File: config.mk
export PLATFORM = sky130hd
export DESIGN_NAME = load_sequencer
export DESIGN_NICKNAME = d
export VERILOG_FILES = /design/src/rtl/load_sequencer_pkg.sv /design/src/rtl/ls_byte_counter.sv /design/src/rtl/load_sequencer.sv
export SDC_FILE = /design/constraint.sdc
export NUM_CORES = 1
export LEC_CHECK = 0
export BUFFER_PORTS_ARGS = -buffer_cell sky130_fd_sc_hd__buf_4
export CAP_MARGIN = 20
export CORE_ASPECT_RATIO = 0.8
export CORE_MARGIN = 2
export CORE_UTILIZATION = 45
export CTS_CLUSTER_DIAMETER = 150
export DETAILED_ROUTE_END_ITERATION = 8
export MAX_ROUTING_LAYER = met4
export PLACE_DENSITY = 0.66
export SLEW_MARGIN = 20
export SYNTH_ARGS = -nofsm -noshare
export SYNTH_HDL_FRONTEND = slang
export SYNTH_SLANG_ARGS = --single-unit
File: constraint.sdc
create_clock -name clk -period 6.1 [get_ports clk]
set_clock_uncertainty 0.2 [all_clocks]
set_input_delay 0.915 -clock clk [delete_from_list [all_inputs] [get_ports clk]]
set_output_delay 0.915 -clock clk [all_outputs]
set_load 0.05 [all_outputs]
File: src/rtl/load_sequencer_pkg.sv
// Shared types for the load/run/dump sequencer: session states and the
// processor-mode encodings driven on the status port.
package load_sequencer_pkg;

    typedef enum logic [2:0] {
        IDLE,
        LOAD,
        RUN,
        DUMP_ADDR,
        DUMP_WAIT,
        DUMP_OUT,
        DONE,
        ERR
    } state_e;

    localparam logic [1:0] ST_HOLD  = 2'b00;
    localparam logic [1:0] ST_WRITE = 2'b10;
    localparam logic [1:0] ST_RUN   = 2'b01;
    localparam logic [1:0] ST_READ  = 2'b11;

endpackage

File: src/rtl/ls_byte_counter.sv
// 16-bit index counter shared by the load and dump phases: synchronous clear,
// increment, and a terminal-count flag against a caller-supplied last index.
module ls_byte_counter (
    input  logic        clk,
    input  logic        rst_n,
    input  logic        clr_i,
    input  logic        inc_i,
    input  logic [15:0] last_i,
    output logic [15:0] count_o,
    output logic        tc_o
);

    logic [15:0] count_q;
    logic [15:0] count_d;

    always_comb begin
        count_d = count_q;
        if (clr_i) begin
            count_d = 16'h0000;
        end else if (inc_i) begin
            count_d = count_q + 16'h0001;
        end
    end

    always_ff @(posedge clk or negedge rst_n) begin
        if (!rst_n) begin
            count_q <= 16'h0000;
        end else begin
            count_q <= count_d;
        end
    end

    assign count_o = count_q;
    assign tc_o    = (count_q == last_i);

endmodule

File: src/rtl/load_sequencer.sv
// Load/run/dump session sequencer: streams program bytes into data memory,
// lets the processor run, then streams a memory window back out.
// Optional RUN watchdog with err output when LOAD_SEQUENCER_TIMEOUT_EN is defined.
module load_sequencer
    import load_sequencer_pkg::*;
#(
    parameter int unsigned LOAD_LEN  = 16,
    parameter logic [15:0] DUMP_BASE = 16'h0000,
    parameter int unsigned DUMP_LEN  = 16,
    parameter int unsigned RD_LAT    = 2
`ifdef LOAD_SEQUENCER_TIMEOUT_EN
    ,
    parameter int unsigned RUN_TIMEOUT = 1_000_000
`endif
) (
    input  logic        clk,
    input  logic        rst_n,
    input  logic        start,
    input  logic [7:0]  in_data,
    input  logic        in_valid,
    output logic        in_ready,
    input  logic        end_process,
    input  logic [7:0]  dm_out,
    output logic [1:0]  status,
    output logic [7:0]  data_in,
    output logic [15:0] data_addr_in,
    output logic [7:0]  out_data,
    output logic        out_valid,
    input  logic        out_ready,
    output logic        busy,
    output logic        done
`ifdef LOAD_SEQUENCER_TIMEOUT_EN
    ,
    output logic        err
`endif
);

    state_e      state_q, state_d;
    logic [1:0]  status_q, status_d;
    logic [7:0]  data_in_q, data_in_d;
    logic [15:0] addr_q, addr_d;
    logic        in_ready_q, in_ready_d;
    logic [7:0]  out_data_q, out_data_d;
    logic        out_valid_q, out_valid_d;
    logic        busy_q, busy_d;
    logic        done_q, done_d;
    logic [15:0] wait_q, wait_d;
    logic        cnt_clr, cnt_inc, cnt_tc;
    logic [15:0] cnt_last, cnt;
`ifdef LOAD_SEQUENCER_TIMEOUT_EN
    logic [23:0] run_cnt_q, run_cnt_d;
    logic        err_q, err_d;
`endif

    ls_byte_counter u_idx (
        .clk     (clk),
        .rst_n   (rst_n),
        .clr_i   (cnt_clr),
        .inc_i   (cnt_inc),
        .last_i  (cnt_last),
        .count_o (cnt),
        .tc_o    (cnt_tc)
    );

    always_comb begin
        state_d     = state_q;
        status_d    = status_q;
        data_in_d   = data_in_q;
        addr_d      = addr_q;
        in_ready_d  = in_ready_q;
        out_data_d  = out_data_q;
        out_valid_d = out_valid_q;
        busy_d      = busy_q;
        done_d      = done_q;
        wait_d      = wait_q;
        cnt_clr     = 1'b0;
        cnt_inc     = 1'b0;
        cnt_last    = (state_q == LOAD) ? 16'(LOAD_LEN - 1) : 16'(DUMP_LEN - 1);
`ifdef LOAD_SEQUENCER_TIMEOUT_EN
        run_cnt_d   = run_cnt_q;
        err_d       = err_q;
`endif
        case (state_q)
            IDLE, DONE, ERR: begin
                if (start) begin
                    state_d    = LOAD;
                    status_d   = ST_HOLD;
                    cnt_clr    = 1'b1;
                    in_ready_d = 1'b1;
                    busy_d     = 1'b1;
                    done_d     = 1'b0;
`ifdef LOAD_SEQUENCER_TIMEOUT_EN
                    err_d      = 1'b0;
`endif
                end
            end
            LOAD: begin
                // Each accepted byte becomes a single-cycle write pulse next cycle.
                status_d = ST_HOLD;
                if (in_valid && in_ready_q) begin
                    status_d  = ST_WRITE;
                    data_in_d = in_data;
                    addr_d    = cnt;
                    cnt_inc   = 1'b1;
                    if (cnt_tc) begin
                        in_ready_d = 1'b0;
                        state_d    = RUN;
`ifdef LOAD_SEQUENCER_TIMEOUT_EN
                        run_cnt_d  = 24'h000000;
`endif
                    end
                end
            end
            RUN: begin
                status_d = ST_RUN;
                if (end_process) begin
                    status_d = ST_HOLD;
                    state_d  = DUMP_ADDR;
                    cnt_clr  = 1'b1;
                end
`ifdef LOAD_SEQUENCER_TIMEOUT_EN
                else if (run_cnt_q == 24'(RUN_TIMEOUT - 1)) begin
                    status_d = ST_HOLD;
                    state_d  = ERR;
                    busy_d   = 1'b0;
                    err_d    = 1'b1;
                end else begin
                    run_cnt_d = run_cnt_q + 24'h000001;
                end
`endif
            end
            DUMP_ADDR: begin
                status_d = ST_READ;
                addr_d   = DUMP_BASE + cnt;
                wait_d   = 16'h0000;
                state_d  = DUMP_WAIT;
            end
            DUMP_WAIT: begin
                if (wait_q == 16'(RD_LAT - 1)) begin
                    state_d = DUMP_OUT;
                end else begin
                    wait_d = wait_q + 16'h0001;
                end
            end
            DUMP_OUT: begin
                // One capture cycle after the wait so dm_out has fully settled.
                if (!out_valid_q) begin
                    out_valid_d = 1'b1;
                    out_data_d  = dm_out;
                end else if (out_ready) begin
                    out_valid_d = 1'b0;
                    cnt_inc     = 1'b1;
                    if (cnt_tc) begin
                        state_d  = DONE;
                        status_d = ST_HOLD;
                        busy_d   = 1'b0;
                        done_d   = 1'b1;
                    end else begin
                        state_d = DUMP_ADDR;
                    end
                end
            end
            default: begin
                state_d = IDLE;
            end
        endcase
    end

    always_ff @(posedge clk or negedge rst_n) begin
        if (!rst_n) begin
            state_q     <= IDLE;
            status_q    <= ST_HOLD;
            data_in_q   <= 8'h00;
            addr_q      <= 16'h0000;
            in_ready_q  <= 1'b0;
            out_data_q  <= 8'h00;
            out_valid_q <= 1'b0;
            busy_q      <= 1'b0;
            done_q      <= 1'b0;
            wait_q      <= 16'h0000;
`ifdef LOAD_SEQUENCER_TIMEOUT_EN
            run_cnt_q   <= 24'h000000;
            err_q       <= 1'b0;
`endif
        end else begin
            state_q     <= state_d;
            status_q    <= status_d;
            data_in_q   <= data_in_d;
            addr_q      <= addr_d;
            in_ready_q  <= in_ready_d;
            out_data_q  <= out_data_d;
            out_valid_q <= out_valid_d;
            busy_q      <= busy_d;
            done_q      <= done_d;
            wait_q      <= wait_d;
`ifdef LOAD_SEQUENCER_TIMEOUT_EN
            run_cnt_q   <= run_cnt_d;
            err_q       <= err_d;
`endif
        end
    end

    assign status       = status_q;
    assign data_in      = data_in_q;
    assign data_addr_in = addr_q;
    assign in_ready     = in_ready_q;
    assign out_data     = out_data_q;
    assign out_valid    = out_valid_q;
    assign busy         = busy_q;
    assign done         = done_q;
`ifdef LOAD_SEQUENCER_TIMEOUT_EN
    assign err          = err_q;
`endif

endmodule
== After elaboration in Yosys (flattened, before gate mapping) ==
Index checks and enable logic that the tools add are counted.
Storage, ports and cells
  flip-flop bits (word level): 73
  latch bits: 0
  RAM bits: 0
  memory bits (read-only): 0
  output and inout bits: 38
  logic and storage cells: 92
  memories: 0
Operators by class
  $add $sub $neg: 2
  multipliers: 0
  div/mod/pow operators: 0
  $lt $le $gt $ge: 0
  equal/unequal tests: 18
  shift operators: 0
  mux-type cells: 43
  bitwise operators: 1
  reduce and logical (&&, ||, !) cells: 17
Operators by type and width (number)
  16-bit 2-to-1 mux: 4
  16-bit case mux with 2 select lines: 2
  16-bit by 1-bit adder with 16-bit output, second input constant: 2
  3-bit 2-to-1 mux: 8
  3-bit case mux with 6 select lines: 1
  1-bit 2-to-1 mux: 17
  16-bit by 1-bit equality test with 1-bit output, second input constant: 1
  16-bit by 4-bit equality test with 1-bit output, second input constant: 1
  2-bit inequality test, second input constant: 8
  3-bit equality test, second input constant: 4
  2-bit 2-to-1 mux: 5
  1-bit case mux with 2 select lines: 5
  2-bit case mux with 5 select lines: 1
  5-bit AND reduction: 2
  2-bit nonzero test: 5
  2-bit AND reduction: 4
  7-bit AND reduction: 1
  3-bit by 2-bit equality test with 1-bit output, second input constant: 2
  5-bit nonzero test: 1
  4-bit AND reduction: 1
  3-bit by 1-bit equality test with 1-bit output, second input constant: 1
  3-bit zero test: 1
  3-bit OR reduction: 1
  2-bit by 1-bit inequality test with 1-bit output, second input constant: 1
  2 further kinds: 2

== Longest topological paths before layout ==
Gate-level depths: netlist (run 1).
  depth in word-level cells: 5
  mapped depth: 8
  gate-level depth less buffers: 6

== Cells and area by module ==
Synthesis (run 1) repeated with hierarchy kept, for this count alone.
Unflattened totals
  cells, all modules: 355
  area total of the unflattened synthesis: 3709.8 um2
By module, submodules not included
  load_sequencer: instances 1, cells each 251, area an instance 2740.1 um2, seq. area each 1426.4 um2
  ls_byte_counter: instances 1, cells each 104, area an instance 969.7 um2, seq. area each 400.4 um2

== Worst setup path after synthesis (run 1) ==
No wires, ideal clock.
  path type: input to register
  from: in in_valid
  to: reg addr_q[10], in the netlist data_addr_in[10]
  setup time: 0.125 ns
  arrival time: 2.068 ns
  required time: 5.775 ns
  path slack: 3.707 ns
  cell stages on the path: 7
  path through: nand4b_4 -> or2_1 -> buf_6 -> and2_4 -> buf_6 -> buf_12 -> mux2_4
On the way
  word-level cells in the longest chain between the ends: 3
RTL lines
  start: declaration: line load_sequencer.sv:20  | input logic in_valid,
  1-bit logical AND: line load_sequencer.sv:100  | if (in_valid && in_ready_q) begin
  2-bit by 1-bit inequality test with 1-bit output (no line)
  2-bit AND reduction (no line)
  end signal: assignment: line load_sequencer.sv:189  | addr_q <= addr_d;
  end: declaration: line load_sequencer.sv:41  | logic [15:0] addr_q, addr_d;
No other way between the ends.
A chain may end at the register's enable or synchronous reset.

== Worst setup path after layout (run 1) ==
  from: reg state_q[1]
  to: reg addr_q[15], in the netlist data_addr_in[15]
On the way
  word-level cells in the longest chain between the ends: 3
  elaborated cells between the ends (all ways): 6
RTL lines
  start: declaration: line load_sequencer.sv:38  | state_e state_q, state_d;
  start signal: assignment: line load_sequencer.sv:186  | state_q <= state_d;
  3-bit by 1-bit equality test with 1-bit output / 3-bit by 2-bit equality test with 1-bit output (equally long branches): line load_sequencer.sv:83  | case (state_q)
  2-bit by 1-bit inequality test with 1-bit output (no line) / 2-bit nonzero test (equally long branches)
  2-bit AND reduction (no line)
Parallel ways exist; a longest one is shown, timed or not.

==> impl_metrics.csv, run 1 <==
group,metric,value,unit
pwr,p_seq_frac,0.367,
critical_path,startpoint_type,"flop",
synth,postSynthCellCount,328,
synth,syn_avg_cell_area,11.2,um2
clock_network,clock-root-buffer,"clkbuf_8",
sta,layout_min_cycle_time,2.50,ns
critical_path,critPathMaxFanout,20,
synth,async_flop_share,1.00,
synth,synth_edf_count,0,
routing,wl_per_cell,15.5,um
global_routing,grt_pass1_wl,13200,um
outcome,status,"finished clean",
floorplanning,die_x,105,um
synth,yosysSeqAreaShare,0.495,
sta,hold_viol,0,
pwr,powerDensity,417,nW/um2
clock_network,path_clk_slew,0.08,ns
pwr,p_sw_frac,0.405,
routing,first_pass_iters,4,
global_routing,grt_pass1_vias,2785,
finish,mostFrequentLayoutCells,"73 x dfrtp_1, 59 x buf_4, 25 x nand2_1, 24 x mux2_2, 23 x a21oi_1",
global_routing,grt_usage,0.189,
flow_run,drv_cap,0,
critical_path,cpMaxStageDelayCell,"dfrtp_1",
placed_design,pre_cts_slack,3.40,ns
floorplanning,core,7950,um2
critical_path,cp_top_family,"simple AND/OR/NAND/NOR gates",
routing,drtAntennaViolNets,0,
floorplanning,die_h,85.0,um
routing,avgViaCountPerCell,5.52,
finish,post_layout_nonfiller_instances,494,
sta,setup_slack,3.60,ns
clock_network,cts_setup_buffers,0,
placed_design,place.gp.congestion,0.757,
global_routing,antenna_found_initial,0,
placed_design,dp.cells,478,
finish,nNetsFinal,406,
global_routing,grt_remaining_overflow,0,
sta,slew_headroom,0.385,
global_routing,grt_max_degree,74,
critical_path,r2r_slack,3.60,ns
pwr,finalPower,0.00183,W
synth,ys.flop_type,"dfrtp_1",
finish,final_layout_size_suffix_gt1_frac,0.301,
routing,drc,0,
finish,antennaDiodeCount,0,
critical_path,crit_type,"reg -> reg",
critical_path,crit_path_end_kind,"flop",
pwr,p_leak,2.01,nW
critical_path,crit_path_cell_trace,"nand4b_4, or2_1, and2_4, mux2_2",
sta,max_freq,399,MHz
pwr,peakVddDrop,0.000323,V
sta,period_share,0.411,
critical_path,slowest_delay,0.72,ns
pwr,p_clk_frac,0.238,
finish,final_util,0.550,
sta,setup_viol,0,
sta,maxSlewViolCount,0,
clock_network,clock_latency,0.34,ns
clock_network,cts_resized,0,
finish,final_common_cell,"dfrtp_1",
pwr,p_int,0.00109,W
critical_path,worst_ep_arrival_time,2.53,ns
sta,rsz0062_at_grt,"false",
pwr,combPwrFrac,0.394,
floorplanning,initial_utilization,0.464,
clock_network,cts_num_sinks,73,
clock_network,holdBufCountCts,0,
clock_network,h-tree-depth,3,
synth,ys_types,58,
routing,wl,7640,um
floorplanning,rows,29,
sta,worst_pin_slew,0.923,ns
min_path,hp-class,"reg -> reg",
routing,vias,2725,
floorplanning,design.portCount,60,
placed_design,hpwl,5110,um
placed_design,portBuffers,59,
finish,area_growth,18.6,%
critical_path,path_buf_inv,0,
synth,yosysWarnings,0,
clock_network,clockBufferDepth,2,
synth,synth_area,3690,um2
synth,synth_nets,353,
clock_network,cts_inserted_buffers,9,
clock_network,cts_tree,"yes",
synth,ys_ff_latch,73,
sta,tns,0,ns
routing,drt_iter0_drc,177,
critical_path,crit_required,6.13,ns
pwr,switchingPower,0.000738,W
floorplanning,dieArea,8940,um2
-- flip-flops by register name, indices dropped and copies added, names as in the netlist --
name           cells
in_ready           1
data_addr_in      16
out_data           8
u_idx.count_o     16
wait_q            16
busy               1
done               1
data_in            8
out_valid          1
status             2
state_q            3
-- routing by layer --
metal  up-vias  share of wire  track usage
met4         0          0.011       0.0509
met2        58           0.45        0.288
li1       1334              -            -
met3         7          0.037       0.0584
met5         -              0            -
met1      1326           0.50        0.246
-- metrics by stage --
stage / hold slack, ns / instance area, um2
floorplan: 0.311 / 3690
global route: 0.329 / 4370
finish: 0.312 / 4370
global placement: 0.292 / 4140
CTS: 0.315 / 4370
detailed placement: 0.296 / 4140
-- power groups by stage --
| stage | Combinational, W | Clock (W) | Sequential, W |
|---|---|---|---|
| global placement | 0.000714 | 0 | 0.000673 |
| detailed placement | 0.000726 | 0 | 0.000677 |
| CTS | 0.000726 | 0.000445 | 0.000670 |
| global route | 0.000772 | 0.000467 | 0.000687 |
| finish | 0.000720 | 0.000435 | 0.000671 |
| floorplan | 0.000371 | 0 | 0.000872 |
-- layout make-up --
type                    count  area [um2]
fillers                   673        3570
clock inverters             4        75.1
well taps                 108         135
flip-flops and latches     73        1830
inverters                   8        30.0
repair buffers             59         443
multi-input cells         230        1710
clock buffers              12         155
-- final timing paths --
kind                                 startpoint          endpoint  cells after the start
worst max-delay path                 state_q[1]  data_addr_in[15]                      4
worst min-delay path            data_addr_in[1]   data_addr_in[1]                      1
worst max register to register       state_q[1]  data_addr_in[15]                      4
worst min register to register  data_addr_in[1]   data_addr_in[1]                      1
max in group asynchronous                 rst_n  data_addr_in[11]                      1
min in group asynchronous                 rst_n       out_data[0]                      1
-- cell usage after synthesis, types with 4 or more instances --
cell type / instances / share of area
buf_6: 5 / 0.015
o31ai_1: 11 / 0.022
a21oi_1: 23 / 0.031
nor3_1: 7 / 0.0095
mux2_4: 10 / 0.041
nand2_1: 25 / 0.025
and3_1: 5 / 0.0085
clkbuf_1: 9 / 0.0092
nand4_1: 7 / 0.012
dfrtp_1: 73 / 0.50
nor4_1: 5 / 0.0085
nand2b_1: 5 / 0.0085
or3_1: 4 / 0.0068
mux2i_1: 4 / 0.011
mux2_2: 24 / 0.073
o21ai_0: 5 / 0.0068
inv_1: 8 / 0.0081
nand3_1: 12 / 0.016
nor2_1: 17 / 0.017
or4_1: 11 / 0.022
xor2_1: 4 / 0.0095
-- cell families (layout without fill, tap and decap cells) --
kind of cell	after synthesis	after routing	synth area share
AND/OR/NAND/NOR	119	119	0.195
flip-flops	73	73	0.495
AO/OA/AOI/OAI	63	63	0.117
multiplexers	38	38	0.125
buffers and inverters	25	83	0.0414
XOR/XNOR	7	7	0.0166
adder cells (fa/ha/maj)	3	3	0.0102
-- worst register-to-register path, cell delays in order, from the launching register on --
cell and delay, ns:
dfrtp_1 0.72, nand4b_4 0.27, or2_1 0.40, and2_4 0.43, mux2_2 0.38
(Power assumes the default switching activity.)
==> run 2: changes to the inputs <==
Clock period 6.1 ns to 2.4 ns, I/O delays scaled along.
==> run 2 against run 1 <==
Net effect: wire length fell by 1.3%; flip-flop and latch count did not move; non-clock buffer count rose by 12; maximum frequency rose by 16%; sequential power rose by 150%; first-iteration DRC count fell by 6.8%; die area did not move.
==> impl_metrics.csv, run 2 (synthesized netlist as in run 1, its figures left out) <==
group,metric,value,unit
outcome,status,"finished clean",
clock_network,clock_latency,0.35,ns
finish,multi_input_area,1710,um2
critical_path,r2r_slack,0.23,ns
global_routing,grt_remaining_overflow,0,
global_routing,grt_max_degree,42,
pwr,p_leak,2.07,nW
critical_path,critPathMaxFanout,13,
routing,wl_per_cell,14.9,um
floorplanning,core,7950,um2
finish,nNetsFinal,418,
floorplanning,die_h,85.0,um
global_routing,grt_usage,0.184,
sta,hold_viol,0,
min_path,holdPathStages,2,
critical_path,worst_ep_arrival_time,2.26,ns
sta,tns,0,ns
placed_design,hpwl,5260,um
finish,fill_cells,700,
floorplanning,rows,29,
critical_path,reg2reg_from,"state_q[0]",
critical_path,regToRegEndpoint,"wait_q[14]",
min_path,hp-class,"in -> reg",
finish,post_layout_nonfiller_instances,506,
clock_network,cts_tree,"yes",
routing,wl,7540,um
sta,layout_min_cycle_time,2.17,ns
clock_network,cts_setup_buffers,0,
min_path,min_to,"data_in[1]",
finish,final_layout_size_suffix_gt1_frac,0.319,
critical_path,crit_type,"reg -> reg",
placed_design,dp.cells,489,
routing,vias,2796,
pwr,powerDensity,1020,nW/um2
routing,first_pass_iters,4,
critical_path,rr_worst_depth,5,
sta,period_share,0.903,
clock_network,h-tree-depth,3,
critical_path,startpoint,"state_q[0]",
finish,antennaDiodeCount,0,
min_path,min_from,"in_data[1]",
clock_network,cts_num_sinks,73,
finish,final_common_cell,"dfrtp_1",
clock_network,cts_inserted_buffers,9,
finish,ff_latch_area,1830,um2
clock_network,path_clk_slew,0.07,ns
critical_path,crit_required,2.49,ns
placed_design,portBuffers,59,
sta,max_freq,461,MHz
floorplanning,initial_utilization,0.464,
global_routing,grt_pass1_vias,2689,
clock_network,clockBufferDepth,2,
clock_network,clock-root-buffer,"clkbuf_8",
sta,worst_pin_slew,0.595,ns
sta,setup_viol,0,
flow_run,drv_cap,0,
routing,drt_iter0_drc,165,
routing,avgViaCountPerCell,5.53,
sta,slew_headroom,0.604,
global_routing,grt_pass1_wl,12700,um
placed_design,place.gp.congestion,0.827,
critical_path,startpoint_type,"flop",
floorplanning,die_x,105,um
floorplanning,design.portCount,60,
floorplanning,dieArea,8940,um2
pwr,peakVddDrop,0.000767,V
critical_path,crit_path_end_kind,"flop",
finish,area_growth,20.5,%
sta,maxSlewViolCount,0,
global_routing,antenna_found_initial,0,
finish,mostFrequentLayoutCells,"73 x dfrtp_1, 69 x buf_4, 25 x nand2_1, 24 x mux2_2, 23 x a21oi_1",
clock_network,cts_resized,0,
routing,drc,0,
sta,rsz0062_at_grt,"false",
routing,drtAntennaViolNets,0,
## run 2: per-stage QoR
stage               utilization  hold WS (ns)  power [W]  setup slack [ns]  cell area [um2]
finish                    0.559        0.0386    0.00453             0.233             4450
detailed placement        0.533         0.189    0.00361             0.264             4240
global placement          0.533         0.183    0.00358             0.305             4240
CTS                       0.559        0.0215    0.00459             0.247             4450
floorplan                     -        -0.136    0.00316             0.175             3690
global route              0.559        0.0209    0.00478            0.0470             4450
## run 2: worst max-delay path by stage
stage / end / slack (ns) / cells after the start
final: wait_q[14] / 0.23 / 5
after CTS: wait_q[14] / 0.25 / 5
after detailed placement: wait_q[14] / 0.26 / 5
after global routing: status[1] / 0.05 / 4
after global placement: state_q[1] / 0.31 / 4
after floorplan: data_addr_in[10] / 0.18 / 7
## run 2: worst max-delay path: stages, from the launching register on
cell       delay, ns
dfrtp_1         0.56
buf_4           0.25
and4bb_2        0.37
nand4bb_1       0.21
or4_1           0.44
nand2_1         0.07
## run 2: repair_timing
item | 4_1_cts | 5_1_grt
hold buffers | 1 | 0
setup endpoints to repair | 0 | 0
endpoints found under the hold margin | 40 | 0
## run 2: metal layers
metal / track usage / part of all wire
met5: - / 0
met4: 0.0533 / 0.0094
met3: 0.0614 / 0.055
met2: 0.276 / 0.46
met1: 0.240 / 0.48
## run 2: power breakdown
group	internal [W]	leakage, nW	switching (W)
Sequential	0.00145	0.969	0.000208
Combinational	0.000717	1.00	0.00120
Clock	0.000505	0.0953	0.000450
## run 2: cell type report
cell class / count / area share
clock buffer: 11 / 0.0318
clock inverter: 5 / 0.0124
inverter: 8 / 0.00675
multi-input combinational: 230 / 0.384
sequential: 73 / 0.411
tap: 108 / 0.0304
timing repair buffer: 71 / 0.123
==> run 3: changes to the inputs <==
Settings changed: ABC_AREA set to 1, PLACE_DENSITY 0.66 to not set, PLACE_DENSITY_LB_ADDON set to 0.15.
==> run 3 against run 2 <==
Net effect: die area rose by 2.0%; combinational power up 6%; cell area increased by 3.8%; flip-flop and latch count unchanged; global-route usage is 2.9 points higher; first-iteration DRC count up 21%; maximum frequency barely moved; sequential power is essentially flat; core utilization grew 1.6 points; setup slack improved by 0.00090 ns.
==> impl_metrics.csv, run 3 <==
group,metric,value,unit
outcome,status,"finished clean",
sta,hold_slack,0.0131,ns
placed_design,hpwl,6470,um
critical_path,worst_ep_arrival_time,2.20,ns
sta,worst_pin_slew,0.526,ns
clock_network,clock-root-buffer,"clkbuf_8",
synth,synth_area,3760,um2
synth,syn_avg_cell_area,7.67,um2
critical_path,cp_top_family,"simple AND/OR/NAND/NOR gates",
global_routing,grt_pass1_wl,15100,um
clock_network,clockBufferDepth,2,
clock_network,cts_inserted_buffers,9,
placed_design,place.gp.congestion,0.982,
floorplanning,design.portCount,60,
min_path,hp-class,"in -> reg",
synth,synthAdderAreaFrac,0.00997,
routing,drt_iter0_drc,199,
sta,hold_viol,0,
critical_path,cpMaxStageDelayCell,"dfrtp_1",
critical_path,crit_type,"reg -> reg",
routing,drtAntennaViolNets,0,
clock_network,cts_tree,"yes",
sta,max_freq,462,MHz
finish,ff_latch_area,1830,um2
pwr,powerDensity,1020,nW/um2
synth,synth_compound_area_frac,0.0768,
routing,vias,3468,
synth,synth_xor_xnor_area_share,0.00698,
synth,ys_ff_latch,73,
flow_run,drv_cap,0,
synth,synthSimpleGateAreaFrac,0.333,
synth,synth.area.mux_share,0.0239,
critical_path,critPathMaxFanout,17,
synth,synth_edf_count,0,
sta,setup_viol,0,
sta,rsz0062_at_grt,"false",
routing,top_layer,"met4",
clock_network,path_clk_slew,0.08,ns
floorplanning,dieArea,9120,um2
synth,postSynthCellCount,491,
critical_path,crit_path_cell_trace,"o21ai_1, nand3_1, nand2_1, inv_2, nand2_1, inv_1, nand2_1, nand2_1",
clock_network,cts_resized,0,
synth,synth_top_family_by_area,"simple AND/OR/NAND/NOR gates",
finish,final_layout_size_suffix_gt1_frac,0.176,
synth,yosysSeqAreaShare,0.485,
routing,wl_met2,3620,um
pwr,finalPower,0.00471,W
finish,final_common_cell,"nand2_1",
global_routing,grt_remaining_overflow,0,
synth,synth.most_common_cell,"nand2_1",
synth,ys_types,27,
sta,tns,0,ns
placed_design,portBuffers,59,
critical_path,crit_path_end_kind,"flop",
pwr,p_leak,2.27,nW
critical_path,path_buf_inv,2,
synth,async_flop_share,1.00,
finish,multi_input_area,1700,um2
sta,layout_min_cycle_time,2.17,ns
critical_path,crit_top_cell,"nand2_1",
floorplanning,initial_utilization,0.469,
floorplanning,die_h,85.8,um
clock_network,clock_latency,0.35,ns
finish,area_growth,22.6,%
floorplanning,rows,29,
critical_path,crit_required,2.44,ns
routing,wl_met1,4430,um
synth,synth_nets,516,
placed_design,placed_area,4340,um2
routing,dr_wl_met3,686,um
critical_path,startpoint_type,"flop",
finish,nNetsFinal,588,
global_routing,grt_usage,0.213,
sta,period_share,0.902,
finish,fill_cells,739,
routing,first_pass_iters,7,
synth,yosysWarnings,0,
global_routing,grt_pass1_vias,3283,
routing,wl,8850,um
critical_path,slowest_delay,0.51,ns
sta,slew_headroom,0.648,
finish,final_cell_area,4620,um2
sta,maxSlewViolCount,0,
global_routing,grt_max_degree,39,
floorplanning,core,8020,um2
synth,synth_area_leaders,"dfrtp_1 49%, nand2_1 16%, nand3_1 5.5%",
floorplanning,die_x,106,um
clock_network,cts_num_sinks,73,
finish,antennaDiodeCount,0,
synth,synth_commonest_cells,"159 x nand2_1, 73 x dfrtp_1, 48 x nor2_1",
global_routing,antenna_found_initial,0,
routing,avgViaCountPerCell,5.14,
routing,drc,0,
synth,ys.flop_type,"dfrtp_1",
finish,mostFrequentLayoutCells,"159 x nand2_1, 73 x dfrtp_1, 62 x buf_4, 48 x nor2_1, 46 x inv_1",
synth,synth_largest_area_cell,"dfrtp_1",
routing,wl_per_cell,13.1,um
clock_network,h-tree-depth,3,
synth,synth_top_area_frac,0.485,
pwr,peakVddDrop,0.000999,V
run 3: cell types whose count changed after synthesis, moves of 9 or more:
cell / delta
a21oi_1: -18
clkbuf_1: -9
inv_1: +38
mux2_2: -16
mux2_4: -10
nand2_1: +134
nand3_1: +29
nand4_1: +16
nor2_1: +31
o21ai_0: +27
o21ai_1: +18
o31ai_1: -11
or4_1: -11
run 3: power by group:
part	internal (W)	total, W	switching [W]
Sequential	0.00146	0.00165	0.000186
Clock	0.000580	0.00104	0.000459
Combinational	0.000570	0.00203	0.00146
run 3: timing repair:
| item | 4_1_cts | 5_1_grt |
|---|---|---|
| buffers inserted | 0 | 0 |
| hold buffers | 7 | 0 |
| endpoints found under the hold margin | 43 | 0 |
run 3: per-stage QoR:
| step | std cells | utilization | worst slack (ns) |
|---|---|---|---|
| 2_1_floorplan | 491 | - | 0.463 |
| 6_report | 675 | 0.576 | 0.234 |
| 3_5_place_dp | 653 | 0.541 | 0.270 |
| 5_1_grt | 675 | 0.576 | 0.0530 |
| 4_1_cts | 675 | 0.576 | 0.254 |
| 3_3_place_gp | 653 | 0.541 | 0.359 |
run 3: worst paths after layout:
kind                       startpoint                 to  slack, ns  depth (start not counted)
setup / recovery           state_q[0]  u_idx.count_o[14]       0.23                          8
hold / removal             in_data[7]         data_in[7]       0.01                          3
setup reg to reg           state_q[0]  u_idx.count_o[14]       0.23                          8
hold reg to reg             status[1]          status[1]       0.28                          2
max in group asynchronous       rst_n               busy       1.12                          3
min in group asynchronous       rst_n         wait_q[15]       0.32                          2
run 3: kinds of logic (layout without fill, tap and decap cells):
group,after synthesis,count (layout)
xor gates and xnor gates,3,3
adders and majority gates,3,3
and+or+nand+nor,287,287
AOI/OAI and AO/OA,57,57
buffers and inverters,60,136
DFF,73,73
muxes,8,8
run 3: final cells by class:
class / count / share of cell area
Clock buffer: 10 / 0.0276
Clock inverter: 5 / 0.0176
Inverter: 51 / 0.0415
Multi-Input combinational cell: 358 / 0.368
Sequential cell: 73 / 0.396
Tap cell: 108 / 0.0293
Timing Repair Buffer: 70 / 0.120
run 3: worst register-to-register path, stage by stage (launching register included):
cell     delay (ns)
dfrtp_1        0.51
o21ai_1        0.27
nand3_1        0.16
nand2_1        0.11
inv_2          0.13
nand2_1        0.44
inv_1          0.12
nand2_1        0.08
nand2_1        0.05
run 3: routing by layer:
layer | GRT usage | up-vias
li1 | - | 1738
met1 | 0.299 | 1580
met2 | 0.309 | 139
met3 | 0.0540 | 11
met4 | 0.0538 | 0
met5 | - | -
